<file path="src/rtl/block_ram_stream_reader.sv">
// -----------------------------------------------------------------------------
// block_ram_stream_reader
//
// Streams a contiguous region of a block RAM out as a valid/ready stream.
// Reads are issued one per cycle into a small prefetch FIFO. The issue logic
// only launches a read when the FIFO is guaranteed to have room for the data,
// so downstream back-pressure never drops or overwrites a word.
//
// Optional feature (compile-time macro):
//   BLOCK_RAM_STREAM_READER_WRAP_EN - when defined, addresses wrap from
//   DATA_DEPTH-1 to 0 (circular buffer). When not defined, a start whose
//   region runs past the end of the RAM is rejected with an error pulse.
//
// Parameters:
//   DATA_WIDTH   - RAM word / stream data width
//   DATA_DEPTH   - RAM word count (ADDR_W = $clog2(DATA_DEPTH))
//   READ_LATENCY - RAM cycles from ram_read_address to ram_read_data (1 or 2)
//
// Ports:
//   clock, reset_n        - rising-edge clock, asynchronous active-low reset
//   start                 - one-cycle request to stream a region (IDLE only)
//   start_address, length - region first word and word count (0..DATA_DEPTH)
//   ram_read_address      - RAM read address (holds last issued value)
//   ram_read_data         - RAM read data
//   stream_data/valid/last, stream_ready - output stream handshake
//   busy                  - transfer in progress
//   done                  - one-cycle pulse when a transfer completes
//   error                 - one-cycle pulse when a start is rejected
// -----------------------------------------------------------------------------
module block_ram_stream_reader #(
    parameter int DATA_WIDTH   = 16,
    parameter int DATA_DEPTH   = 4096,
    parameter int READ_LATENCY = 2,
    localparam int ADDR_W      = $clog2(DATA_DEPTH)
) (
    input  logic                  clock,
    input  logic                  reset_n,
    input  logic                  start,
    input  logic [ADDR_W-1:0]     start_address,
    input  logic [ADDR_W:0]       length,
    output logic [ADDR_W-1:0]     ram_read_address,
    input  logic [DATA_WIDTH-1:0] ram_read_data,
    output logic [DATA_WIDTH-1:0] stream_data,
    output logic                  stream_valid,
    output logic                  stream_last,
    input  logic                  stream_ready,
    output logic                  busy,
    output logic                  done,
    output logic                  error
);

    localparam int FIFO_DEPTH = READ_LATENCY + 2;
    localparam int PTR_W      = $clog2(FIFO_DEPTH);
    localparam int CNT_W      = $clog2(FIFO_DEPTH + 1);

    localparam logic [ADDR_W-1:0] LAST_ADDR = ADDR_W'(DATA_DEPTH - 1);
    localparam logic [PTR_W-1:0]  LAST_PTR  = PTR_W'(FIFO_DEPTH - 1);
    localparam logic [CNT_W:0]    FIFO_CAP  = (CNT_W + 1)'(FIFO_DEPTH);
    localparam logic [ADDR_W:0]   LEN_ONE   = (ADDR_W + 1)'(1);

    typedef enum logic [1:0] {
        IDLE,
        ISSUE,
        DRAIN
    } state_t;

    state_t                  state_reg, state_next;
    logic [ADDR_W-1:0]       issue_addr_reg, issue_addr_next;
    logic [ADDR_W-1:0]       addr_hold_reg;
    logic [ADDR_W:0]         remaining_reg, remaining_next;
    logic [READ_LATENCY-1:0] inflight_valid_reg;
    logic [READ_LATENCY-1:0] inflight_last_reg;
    logic [DATA_WIDTH-1:0]   fifo_data_reg [FIFO_DEPTH];
    logic                    fifo_last_reg [FIFO_DEPTH];
    logic [PTR_W-1:0]        wr_ptr_reg, rd_ptr_reg;
    logic [CNT_W-1:0]        count_reg;
    logic                    done_reg, error_reg;

    logic              range_ok;
    logic              issue_fire, issue_last;
    logic [ADDR_W-1:0] issue_addr_sel;
    logic              start_zero, start_reject;
    logic              push, push_last, pop, pop_last;
    logic              credit;
    logic [CNT_W:0]    pending;

    function automatic logic [ADDR_W-1:0] next_addr(input logic [ADDR_W-1:0] a);
        return (a == LAST_ADDR) ? '0 : a + 1'b1;
    endfunction

    function automatic logic [PTR_W-1:0] next_ptr(input logic [PTR_W-1:0] p);
        return (p == LAST_PTR) ? '0 : p + 1'b1;
    endfunction

`ifdef BLOCK_RAM_STREAM_READER_WRAP_EN
    assign range_ok = 1'b1;
`else
    localparam logic [ADDR_W+1:0] DEPTH_EXT = (ADDR_W + 2)'(DATA_DEPTH);
    logic [ADDR_W+1:0] region_end;
    assign region_end = {2'b00, start_address} + {1'b0, length};
    assign range_ok   = (region_end <= DEPTH_EXT);
`endif

    // Stream side: the FIFO head is the output word.
    assign stream_valid = (count_reg != '0);
    assign stream_data  = fifo_data_reg[rd_ptr_reg];
    assign stream_last  = stream_valid & fifo_last_reg[rd_ptr_reg];
    assign pop          = stream_valid & stream_ready;
    assign pop_last     = pop & stream_last;

    // RAM data arrives when the oldest in-flight stage is valid.
    assign push      = inflight_valid_reg[READ_LATENCY-1];
    assign push_last = inflight_last_reg[READ_LATENCY-1];

    // Reads still in the RAM pipeline already own a FIFO slot.
    always_comb begin
        pending = {1'b0, count_reg};
        for (int i = 0; i < READ_LATENCY; i++) begin
            pending = pending + {{CNT_W{1'b0}}, inflight_valid_reg[i]};
        end
    end
    assign credit = (pending < FIFO_CAP);

    always_comb begin
        state_next      = state_reg;
        issue_addr_next = issue_addr_reg;
        remaining_next  = remaining_reg;
        issue_fire      = 1'b0;
        issue_last      = 1'b0;
        issue_addr_sel  = issue_addr_reg;
        start_zero      = 1'b0;
        start_reject    = 1'b0;
        case (state_reg)
            IDLE: begin
                // The first read goes out in the start cycle itself, which is
                // what gives a first word READ_LATENCY+1 cycles after start.
                // The FIFO and RAM pipeline are always empty in IDLE. The
                // reset_n gate keeps the address at 0 while reset is held.
                if (start && reset_n) begin
                    if (length == '0) begin
                        start_zero = 1'b1;
                    end else if (!range_ok) begin
                        start_reject = 1'b1;
                    end else begin
                        issue_fire      = 1'b1;
                        issue_addr_sel  = start_address;
                        issue_last      = (length == LEN_ONE);
                        issue_addr_next = next_addr(start_address);
                        remaining_next  = length - 1'b1;
                        state_next      = ISSUE;
                    end
                end
            end
            ISSUE: begin
                if (remaining_reg == '0) begin
                    state_next = DRAIN;
                end else if (credit) begin
                    issue_fire      = 1'b1;
                    issue_last      = (remaining_reg == LEN_ONE);
                    issue_addr_next = next_addr(issue_addr_reg);
                    remaining_next  = remaining_reg - 1'b1;
                    if (remaining_reg == LEN_ONE) begin
                        state_next = DRAIN;
                    end
                end
            end
            DRAIN: begin
                if (pop_last) begin
                    state_next = IDLE;
                end
            end
            default: state_next = IDLE;
        endcase
    end

    assign ram_read_address = issue_fire ? issue_addr_sel : addr_hold_reg;

    always_ff @(posedge clock or negedge reset_n) begin
        if (!reset_n) begin
            state_reg          <= IDLE;
            issue_addr_reg     <= '0;
            addr_hold_reg      <= '0;
            remaining_reg      <= '0;
            inflight_valid_reg <= '0;
            inflight_last_reg  <= '0;
            wr_ptr_reg         <= '0;
            rd_ptr_reg         <= '0;
            count_reg          <= '0;
            done_reg           <= 1'b0;
            error_reg          <= 1'b0;
            for (int i = 0; i < FIFO_DEPTH; i++) begin
                fifo_data_reg[i] <= '0;
                fifo_last_reg[i] <= 1'b0;
            end
        end else begin
            state_reg      <= state_next;
            issue_addr_reg <= issue_addr_next;
            remaining_reg  <= remaining_next;
            if (issue_fire) begin
                addr_hold_reg <= issue_addr_sel;
            end

            inflight_valid_reg[0] <= issue_fire;
            inflight_last_reg[0]  <= issue_fire & issue_last;
            for (int i = 1; i < READ_LATENCY; i++) begin
                inflight_valid_reg[i] <= inflight_valid_reg[i-1];
                inflight_last_reg[i]  <= inflight_last_reg[i-1];
            end

            if (push) begin
                fifo_data_reg[wr_ptr_reg] <= ram_read_data;
                fifo_last_reg[wr_ptr_reg] <= push_last;
                wr_ptr_reg                <= next_ptr(wr_ptr_reg);
            end
            if (pop) begin
                rd_ptr_reg <= next_ptr(rd_ptr_reg);
            end
            case ({push, pop})
                2'b10:   count_reg <= count_reg + 1'b1;
                2'b01:   count_reg <= count_reg - 1'b1;
                default: count_reg <= count_reg;
            endcase

            done_reg  <= pop_last | start_zero;
            error_reg <= start_reject;
        end
    end

    assign busy  = (state_reg != IDLE);
    assign done  = done_reg;
    assign error = error_reg;

endmodule

</file>
<file path="config.mk">
export PLATFORM = sky130hd
export DESIGN_NAME = block_ram_stream_reader
export DESIGN_NICKNAME = d
export VERILOG_FILES = /design/src/rtl/block_ram_stream_reader.sv
export SDC_FILE = /design/constraint.sdc
export NUM_CORES = 1
export LEC_CHECK = 0
export ABC_AREA = 1
export BUFFER_PORTS_ARGS = -buffer_cell sky130_fd_sc_hd__buf_4
export CAP_MARGIN = 20
export CORE_UTILIZATION = 59
export DETAILED_ROUTE_END_ITERATION = 6
export PLACE_DENSITY = 0.8
export SLEW_MARGIN = 30
export SYNTH_ARGS = -nofsm -noshare
export SYNTH_HDL_FRONTEND = slang
export SYNTH_SLANG_ARGS = --single-unit
</file>
<file path="constraint.sdc">
create_clock -name clock -period 3.1 [get_ports clock]
set_clock_uncertainty 0.15 [all_clocks]
set_input_delay 0.31 -clock clock [delete_from_list [all_inputs] [get_ports clock]]
set_output_delay 0.31 -clock clock [all_outputs]
set_load 0.05 [all_outputs]
</file>
==> impl_results.md, run 1 <==
- Worst EP required: 2.64 ns
- Number of remaining DRC errors: 9
- Max reg flops: 64
- Starting Density: 60.9%
- Final setup fails: 12
- First-pass GRT wire length: 31600 µm
- DRT Pass-1 Iters: 7
- Main synth FF type: dfrtp_1
- Post-layout min period: 3.22 ns
- Cell Rows: 39
- Tot GR Track Use: 32.3%
- Hold Vio Cnt, Final: 0
- Crit path top cell by count: nand2_1
- Cell count after synthesis: 941
- Failing checks: design-rule violations, negative setup slack
- Routed len/inst: 16.1 µm
- H-tree depth: 4
- Clk_lat worst skew: 0.42 ns
- CTS tree: done
- Yosys cell types: 39
- Largest net degree at the start of global routing: 85
- LEAKAGE: 0.00442 µW
- Status: finished, violations left
- Total number of vias: 7024
- Sequential fraction of the synthesis area: 42.8%
- Crit path DAT: 2.76 ns
- Final nets: 1117
- Yosys reg bits: 120
- Area grow syn2layout: 26.4%
- EDFF count, synth: 0
- Setup TNS: -0.843 ns
- Post-Synthesis Cell Area: 7010 µm²
- Initial DRC count: 750
- IO Pins: 78
- Hold Crit Class: in -> reg
- CTS sink cnt: 120
- Cell Pwr Density: 1110 nW/µm²
- Worst stage delay on the critical path: 0.43 ns
- Die Y: 111 µm
- CP startpoint kind: primary input
- Synthesis Warnings: 0
- Clock transition at the registers of the reported paths: 0.06 ns
- Slew Limit Fails: 0
- Core area: 11500 µm²
- Final Wtd Congestion: 0.926
- Unrepaired setup endpoints after global routing: yes
- TritonCTS buffer count: 17
- Final worst setup slack: -0.121 ns
- Final Cell Area: 8870 µm²
- Vias per cell: 5.85
- Worst IR Drop VDD: 0.676 mV
- Antenna diodes: 0
- CP Capture Type: output port
- Vias in the first global route: 6662
- Synthesized area per cell: 7.45 µm²
- Pin slew with the least headroom to its limit: 0.750 ns
- Die area: 12300 µm²
- Antenna violations before repair: 0
- Commonest non-fill, non-tap cells in the layout: nand2_1, o21ai_0, dfrtp_1
- Hpwl dp: 11700 µm
- Area after DPL: 7780 µm²
- Crit Path Max Fanout: 6
- WL final: 19400 µm
- Kind of critical path: in -> out
- Fmax achieved: 310 MHz
- Slew headroom: 50.0%
- Worst-path cell chain: buf_8 -> ha_4 -> fa_1 -> or2_1 -> nor2_1 -> nand2_1 -> nor2_2 -> nand2_1 -> nor2_1 -> nand2_1 -> nor2_1 -> nand2_1 -> nand2_2 -> nand3_4 -> buf_12 -> buf_12 -> nand2_2 -> nand3_2 -> nand2_2 -> buf_8
- Grt total ovfl: 0
- Most common cell after layout, fill and taps aside: nand2_1
- Async S/R FF share, synth: 100%
- Clk root buf: clkbuf_16
- Reg-to-reg slack, setup: 0.48 ns
- Period utilization: 104%
- Slowest-stage cell, CP: fa_1
- Die width: 111 µm
- Syn_nets: 1013
- Port-buffer cells: 77
- Clk buf depth: 2
- DRT antenna net count: 0
- Layout cells sized above 1: 18.6%
- Max Cap Viol: 0
==> logic make-up after synthesis <==
family,count (synthesis),synth area share [%]
buffers and inverters,146,8.46
AND/OR/NAND/NOR,420,25.4
flip-flops,120,42.8
AO/OA/AOI/OAI,211,16.1
XOR/XNOR,16,2.00
multiplexers,1,0.143
adder cells (fa/ha/maj),27,5.03
==> power by group <==
part	leakage (µW)	internal, µW	switching (µW)
registers	0.00146	2320	514
logic	0.00269	1780	3250
clock network	0.000277	1230	741
total	0.00442	5320	4500
==> metrics by stage <==
step	hold WS [ns]	util [%]	cells	power [µW]	setup WS, ns
final	0.0508	77.0	1201	9820	-0.121
after global routing	0.0699	77.0	1201	10400	-0.287
after global placement	0.185	67.6	1146	7080	-0.0931
after CTS	0.0452	75.9	1193	9580	-0.119
after floorplan	-0.136	-	941	5960	0.0421
after detailed placement	0.193	67.6	1146	7170	-0.150
==> metal layers <==
layer	global-route usage, %	routed length, µm	share of wire, %	vias up
met1	40.1	7700	40	3258
met3	5.47	1450	7.5	88
met5	0	0	0	-
met2	54.4	9410	49	352
met4	16.7	800	4.1	0
li1	-	-	-	3326
==> area by class of cell <==
class | instances | area (µm²)
fill | 827 | 2650
clock buffer | 22 | 464
clock inverter | 10 | 119
multi-input combinational | 677 | 3600
inverter | 108 | 405
tap | 143 | 179
sequential | 120 | 3000
timing repair buffer | 121 | 1090
==> worst max-delay path, delay by kind of cell <==
| family | cells | cell delay [ns] |
|---|---|---|
| adder cells (fa/ha/maj) | 2 | 0.58 |
| buffers and inverters | 4 | 0.56 |
| AND/OR/NAND/NOR | 14 | 1.32 |
==> timing repair <==
action                     4_1_cts  5_1_grt
setup endpoints to repair       12       12
pin swaps                       27       14
cloned                           3        0
hold endpoints to repair        36        0
buffers inserted                12        8
resized for setup               67       10
hold buffers                     1        0
==> cell usage after synthesis (all sizes together), types with 11 or more instances <==
master  count  area share, %
a21oi      19            1.4
buf        11            1.2
clkbuf     27            1.4
dfrtp     120             43
ha         25            4.5
inv       108            5.8
nand2     232             13
nand3      72            5.3
nand4      19            1.7
nor2       85            4.6
o21ai     155             11
o22ai      19            1.7
xor2       11            1.4
==> path summary, 6_finish.rpt <==
kind / depth (start not counted) / start / endpoint
max: 20 / length[0] / ram_read_address[5]
min: 3 / ram_read_data[1] / fifo_data_reg[1]
max reg2reg: 12 / remaining_reg[5] / issue_addr_reg[0]
min reg2reg: 0 / inflight_last_reg[0] / inflight_last_reg[1]
max in group asynchronous: 4 / reset_n / remaining_reg[10]
min in group asynchronous: 3 / reset_n / fifo_data_reg[0]
Note: power is estimated with default switching activity, not from simulation.
==> run 2, diff against run 1 <==
--- a/config.mk
+++ b/config.mk
@@ -11,6 +11,7 @@
 export CORE_UTILIZATION = 59
 export DETAILED_ROUTE_END_ITERATION = 6
 export PLACE_DENSITY = 0.8
+export RECOVER_POWER = 25
 export SLEW_MARGIN = 30
 export SYNTH_ARGS = -nofsm -noshare
 export SYNTH_HDL_FRONTEND = slang
==> run 2 against run 1 <==
  * The run ends with design-rule violations, max-capacitance violations, max-slew violations, negative setup slack left
  * Critical endpoint is now ram_read_address[7]
  * Critical path type unchanged
  * Non-clock buffer count stayed put
  * Highest routed layer unchanged
  * Final cell count stayed put
  * Register-to-register slack hardly changed
  * Sequential cell count stayed put
  * Sequential power hardly changed
  * Die area stayed put
==> impl_results.md, run 2 (synthesized netlist as in run 1, its figures left out) <==
- Crit path DAT: 2.77 ns
- Cell Int Power: 5310 µW
- Total number of vias: 7017
- CTS sink cnt: 120
- Tot GR Track Use: 32.3%
- Failing checks: design-rule violations, max-capacitance violations, max-slew violations, negative setup slack
- Die width: 111 µm
- Psw: 4500 µW
- Register share of total power: 28.9%
- Largest net degree at the start of global routing: 85
- Cell Pwr Density: 1110 nW/µm²
- Worst EP required: 2.64 ns
- DRT antenna net count: 0
- TritonCTS buffer count: 17
- Final setup fails: 12
- Crit Path Max Fanout: 6
- Max reg flops: 64
- Filler cells: 836
- Starting Density: 60.9%
- Routed len/inst: 16.1 µm
- Hold slack final: 0.0538 ns
- Grt total ovfl: 0
- Vias per cell: 5.84
- Unrepaired setup endpoints after global routing: yes
- Core area: 11500 µm²
- Max Cap Viol: 1
- Final worst setup slack: -0.133 ns
- Switching part of the total: 45.9%
- Clk_lat worst skew: 0.42 ns
- DRT Pass-1 Iters: 7
- Antenna diodes: 0
- Final Wtd Congestion: 0.926
- Commonest non-fill, non-tap cells in the layout: nand2_1, o21ai_0, dfrtp_1
- Clock power frac: 20.0%
- Fmax achieved: 309 MHz
- Inst Count DP: 1146
- Cell Rows: 39
- Worst r2r path cells: 12
- LEAKAGE: 0.00440 µW
- Post-layout min period: 3.23 ns
- Slew headroom: -31.6%
- Most common cell after layout, fill and taps aside: nand2_1
- Clk root buf: clkbuf_16
- Logic pwr share: 51.1%
- CP Capture Type: output port
- Layout cells sized above 1: 17.9%
- Pin slew with the least headroom to its limit: 1.97 ns
- Period utilization: 104%
- Final nets: 1117
- Clk buf depth: 2
- Clock transition at the registers of the reported paths: 0.05 ns
- Die Y: 111 µm
- Kind of critical path: in -> out
- Slew Limit Fails: 38
- Hold Path Cell Cnt: 3
- Hold Crit Class: in -> reg
- Hold Vio Cnt, Final: 0
- Non-Filler Instances: 1201
- Initial DRC count: 753
- Port-buffer cells: 77
- WL final: 19400 µm
- Antenna violations before repair: 0
- Hpwl dp: 11700 µm
- Worst IR Drop VDD: 0.657 mV
- CTS tree: done
- CP startpoint kind: primary input
- Area grow syn2layout: 26.0%
- H-tree depth: 4
- Status: finished, violations left
- Number of remaining DRC errors: 8
- IO Pins: 78
- Die area: 12300 µm²
- Vias in the first global route: 6662
- First-pass GRT wire length: 31600 µm
[run 2: cell count changes in the layout (fill, tap and decap cells not counted)]
cell	previous run	this run
buf_4	97	89
clkbuf_1	3	11
[run 2: repair_timing]
item,4_1_cts,5_1_grt
buffers inserted,12,8
cloned,3,0
hold endpoints to repair,36,0
gates resized for setup,67,10
pin swaps,27,14
hold buffers,1,0
setup endpoints to repair,12,12
[run 2: final cells by class]
class | instances | area (µm²) | area share, %
clock buffers | 22 | 464 | 5.25
clock inverters | 10 | 119 | 1.35
inverters | 108 | 405 | 4.59
multi-input cells | 677 | 3600 | 40.8
flip-flops and latches | 120 | 3000 | 34.0
well taps | 143 | 179 | 2.02
repair buffers | 121 | 1060 | 12.0
[run 2: through the flow]
| stage | total power, µW | util [%] | worst slack, ns | cell area [µm²] | TNS, ns |
|---|---|---|---|---|---|
| global route | 10400 | 76.7 | -0.287 | 8840 | -23.64 |
| floorplan | 5960 | - | 0.0421 | 7010 | 0 |
| finish | 9810 | 76.7 | -0.133 | 8840 | -0.940 |
| CTS | 9580 | 75.9 | -0.119 | 8740 | -0.808 |
| detailed placement | 7170 | 67.6 | -0.150 | 7780 | -1.34 |
| global placement | 7080 | 67.6 | -0.0931 | 7780 | -0.864 |
[run 2: power by group through the flow]
stage                     Combinational, µW  Sequential [µW]  Clock [µW]
final                                  5010             2830        1960
after CTS                              4800             2810        1970
after detailed placement               4370             2800           0
after global routing                   5420             2920        2030
after global placement                 4280             2790           0
after floorplan                        3280             2690           0
[run 2: metal layers]
| layer | track usage (%) | part of all wire, % |
|---|---|---|
| met5 | 0 | 0 |
| met3 | 5.47 | 7.2 |
| met1 | 40.1 | 40 |
| met2 | 54.4 | 49 |
| met4 | 16.7 | 4.1 |
[run 2: path summary, 6_finish.rpt]
path	from	slack [ns]	endpoint
setup / recovery	length[0]	-0.13	ram_read_address[7]
hold / removal	ram_read_data[7]	0.05	fifo_data_reg[7]
setup reg to reg	remaining_reg[5]	0.48	issue_addr_reg[0]
hold reg to reg	inflight_last_reg[0]	0.22	inflight_last_reg[1]
max in group asynchronous	reset_n	0.23	remaining_reg[10]
min in group asynchronous	reset_n	1.01	fifo_data_reg[0]
[run 2: critical path, cell delays in order]
cell and delay (ns):
buf_8 0.10, ha_4 0.15, fa_1 0.43, or2_1 0.21, nor2_1 0.12, nand2_1 0.09
nor2_2 0.09, nand2_1 0.06, nor2_1 0.08, nand2_1 0.05, nor2_1 0.09, nand2_1 0.07
nand2_2 0.10, nand3_4 0.14, buf_12 0.18, buf_12 0.13, nand3_1 0.11, nand2_2 0.10
buf_8 0.16
==> run 3, diff against run 2 <==
--- a/config.mk
+++ b/config.mk
@@ -8,9 +8,9 @@
 export ABC_AREA = 1
 export BUFFER_PORTS_ARGS = -buffer_cell sky130_fd_sc_hd__buf_4
 export CAP_MARGIN = 20
-export CORE_UTILIZATION = 59
+export CORE_UTILIZATION = 50
 export DETAILED_ROUTE_END_ITERATION = 6
-export PLACE_DENSITY = 0.8
+export PLACE_DENSITY = 0.7
 export RECOVER_POWER = 25
 export SLEW_MARGIN = 30
 export SYNTH_ARGS = -nofsm -noshare
==> constraint.sdc (replaced) <==
create_clock -name clock -period 3.7 [get_ports clock]
set_clock_uncertainty 0.15 [all_clocks]
set_input_delay 0.37 -clock clock [delete_from_list [all_inputs] [get_ports clock]]
set_output_delay 0.37 -clock clock [all_outputs]
set_load 0.05 [all_outputs]
==> run 3 against run 2 <==
  * The run ends with max-capacitance violations, max-slew violations left
  * Utilization fell by 14 points
  * Worst hold slack improved by 0.067 ns
  * Routed wire length fell by 11%
  * Via count fell by 8.3%
  * First-iteration DRC count fell by 36%
  * Register-to-register slack improved by 0.45 ns
  * Die area rose by 18%
  * Total power fell by 21%
  * Largest cell class unchanged
  * Highest routed layer unchanged
==> impl_results.md, run 3 (synthesized netlist as in run 1, its figures left out) <==
- CTS tree: done
- IO Pins: 78
- Vias per cell: 5.35
- Final Cell Area: 8380 µm²
- First-pass GRT wire length: 28400 µm
- Starting Density: 52.1%
- Final Wtd Congestion: 0.939
- DRT Pass-1 Iters: 5
- Core area: 13500 µm²
- Multi-input logic area: 3430 µm²
- Die Y: 120 µm
- Slew headroom: -9.44%
- Antenna violations before repair: 0
- Hpwl dp: 11900 µm
- Failing checks: max-capacitance violations, max-slew violations
- Setup TNS: 0 ns
- Area after DPL: 7740 µm²
- Initial DRC count: 481
- Largest net degree at the start of global routing: 121
- Crit path DAT: 2.88 ns
- Layout cells sized above 1: 13.0%
- TritonCTS buffer count: 17
- Fmax achieved: 294 MHz
- Max Cap Viol: 1
- Cell Pwr Density: 925 nW/µm²
- Cell Rows: 42
- CTS sink cnt: 120
- Worst r2r path cells: 10
- Die width: 120 µm
- Kind of critical path: in -> out
- Hold Crit Class: in -> reg
- Commonest non-fill, non-tap cells in the layout: nand2_1, o21ai_0, dfrtp_1
- Tot GR Track Use: 24.8%
- Worst EP required: 3.18 ns
- Grt total ovfl: 0
- Hold Path Cell Cnt: 3
- Worst stage delay on the critical path: 0.43 ns
- Clk buf depth: 2
- Clk root buf: clkbuf_16
- Crit path top cell by count: nand2_1
- Max reg flops: 64
- Slowest-stage cell, CP: fa_1
- H-tree depth: 4
- Period utilization: 91.8%
- Filler cells: 1258
- Clock transition at the registers of the reported paths: 0.06 ns
- Worst-path cell chain: buf_4 -> ha_1 -> fa_1 -> or2_1 -> nor2_1 -> nand2_1 -> nor2_1 -> nand2_1 -> nor2_1 -> nand2_1 -> nor2_1 -> nand2_1 -> nand2_2 -> nand3_4 -> buf_12 -> nand2_1 -> nand3_1 -> nand2_1 -> buf_4
- Number of remaining DRC errors: 0
- CP Capture Type: output port
- WL final: 17300 µm
- Clk_lat worst skew: 0.41 ns
- Total number of vias: 6437
- Post-layout min period: 3.40 ns
- Pin slew with the least headroom to its limit: 1.64 ns
- Worst IR Drop VDD: 0.559 mV
- Die area: 14500 µm²
- Unrepaired setup endpoints after global routing: no
- CP startpoint kind: primary input
- Routed len/inst: 14.4 µm
- Status: finished, violations left
- Final setup fails: 0
- Vias in the first global route: 6043
- DRT antenna net count: 0
- Area grow syn2layout: 19.5%
- Hold Vio Cnt, Final: 0
- LEAKAGE: 0.00422 µW
- Hold slack final: 0.121 ns
- Antenna diodes: 0
- Slew Limit Fails: 121
- Port-buffer cells: 77
- Most common cell after layout, fill and taps aside: nand2_1
- Reg area: 3000 µm²
- Crit Path Max Fanout: 16
- Final nets: 1086
[run 3: critical path: cells and delay by family]
| kind | cells | cell delay [ns] |
|---|---|---|
| adders and majority gates | 2 | 0.68 |
| buffers and inverters | 3 | 0.53 |
| and+or+nand+nor | 14 | 1.28 |
[run 3: metrics by stage]
stage                     cells  total power (µW)  worst slack [ns]  utilization [%]
after floorplan             941              5000             0.522                -
after global placement     1169              5940             0.216             57.5
after detailed placement   1169              6010             0.143             57.6
after CTS                  1202              7770             0.136             62.3
after global routing       1203              8280            0.0342             62.3
final                      1203              7750             0.304             62.3
[run 3: where the power goes]
group          switching, µW  leakage (µW)  internal (µW)  total, µW
combinational           2520       0.00247           1180       3710
sequential               371       0.00146           1940       2310
clock                    598      0.000293           1140       1730
total                   3490       0.00422           4260       7750
[run 3: cell type report]
cell class | count | share of cell area, %
multi-input cells | 675 | 40.9
flip-flops and latches | 120 | 35.8
repair buffers | 92 | 8.37
clock buffers | 23 | 5.82
inverters | 108 | 4.84
well taps | 176 | 2.63
clock inverters | 9 | 1.64
[run 3: final timing paths]
path | slack [ns] | start | to
max | 0.30 | start_address[0] | ram_read_address[8]
min | 0.12 | ram_read_data[11] | fifo_data_reg[43]
max reg2reg | 0.93 | remaining_reg[5] | remaining_reg[3]
min reg2reg | 0.20 | inflight_last_reg[0] | inflight_last_reg[1]
max in group asynchronous | 1.41 | reset_n | fifo_data_reg[9]
min in group asynchronous | 0.94 | reset_n | fifo_data_reg[48]
[run 3: repair_timing]
action                                 4_1_cts  5_1_grt
hold buffers                                 1        0
setup endpoints to repair                    0       12
setup buffers                                0        1
endpoints found under the hold margin      120        0
resized for setup                            0        1
[run 3: metal layers]
layer / up-vias / global-route usage [%] / share of wire (%)
li1: 3258 / - / -
met1: 2953 / 32.2 / 46
met2: 194 / 41.7 / 47
met3: 32 / 4.25 / 4.7
met4: 0 / 8.56 / 2.0
met5: - / 0 / 0
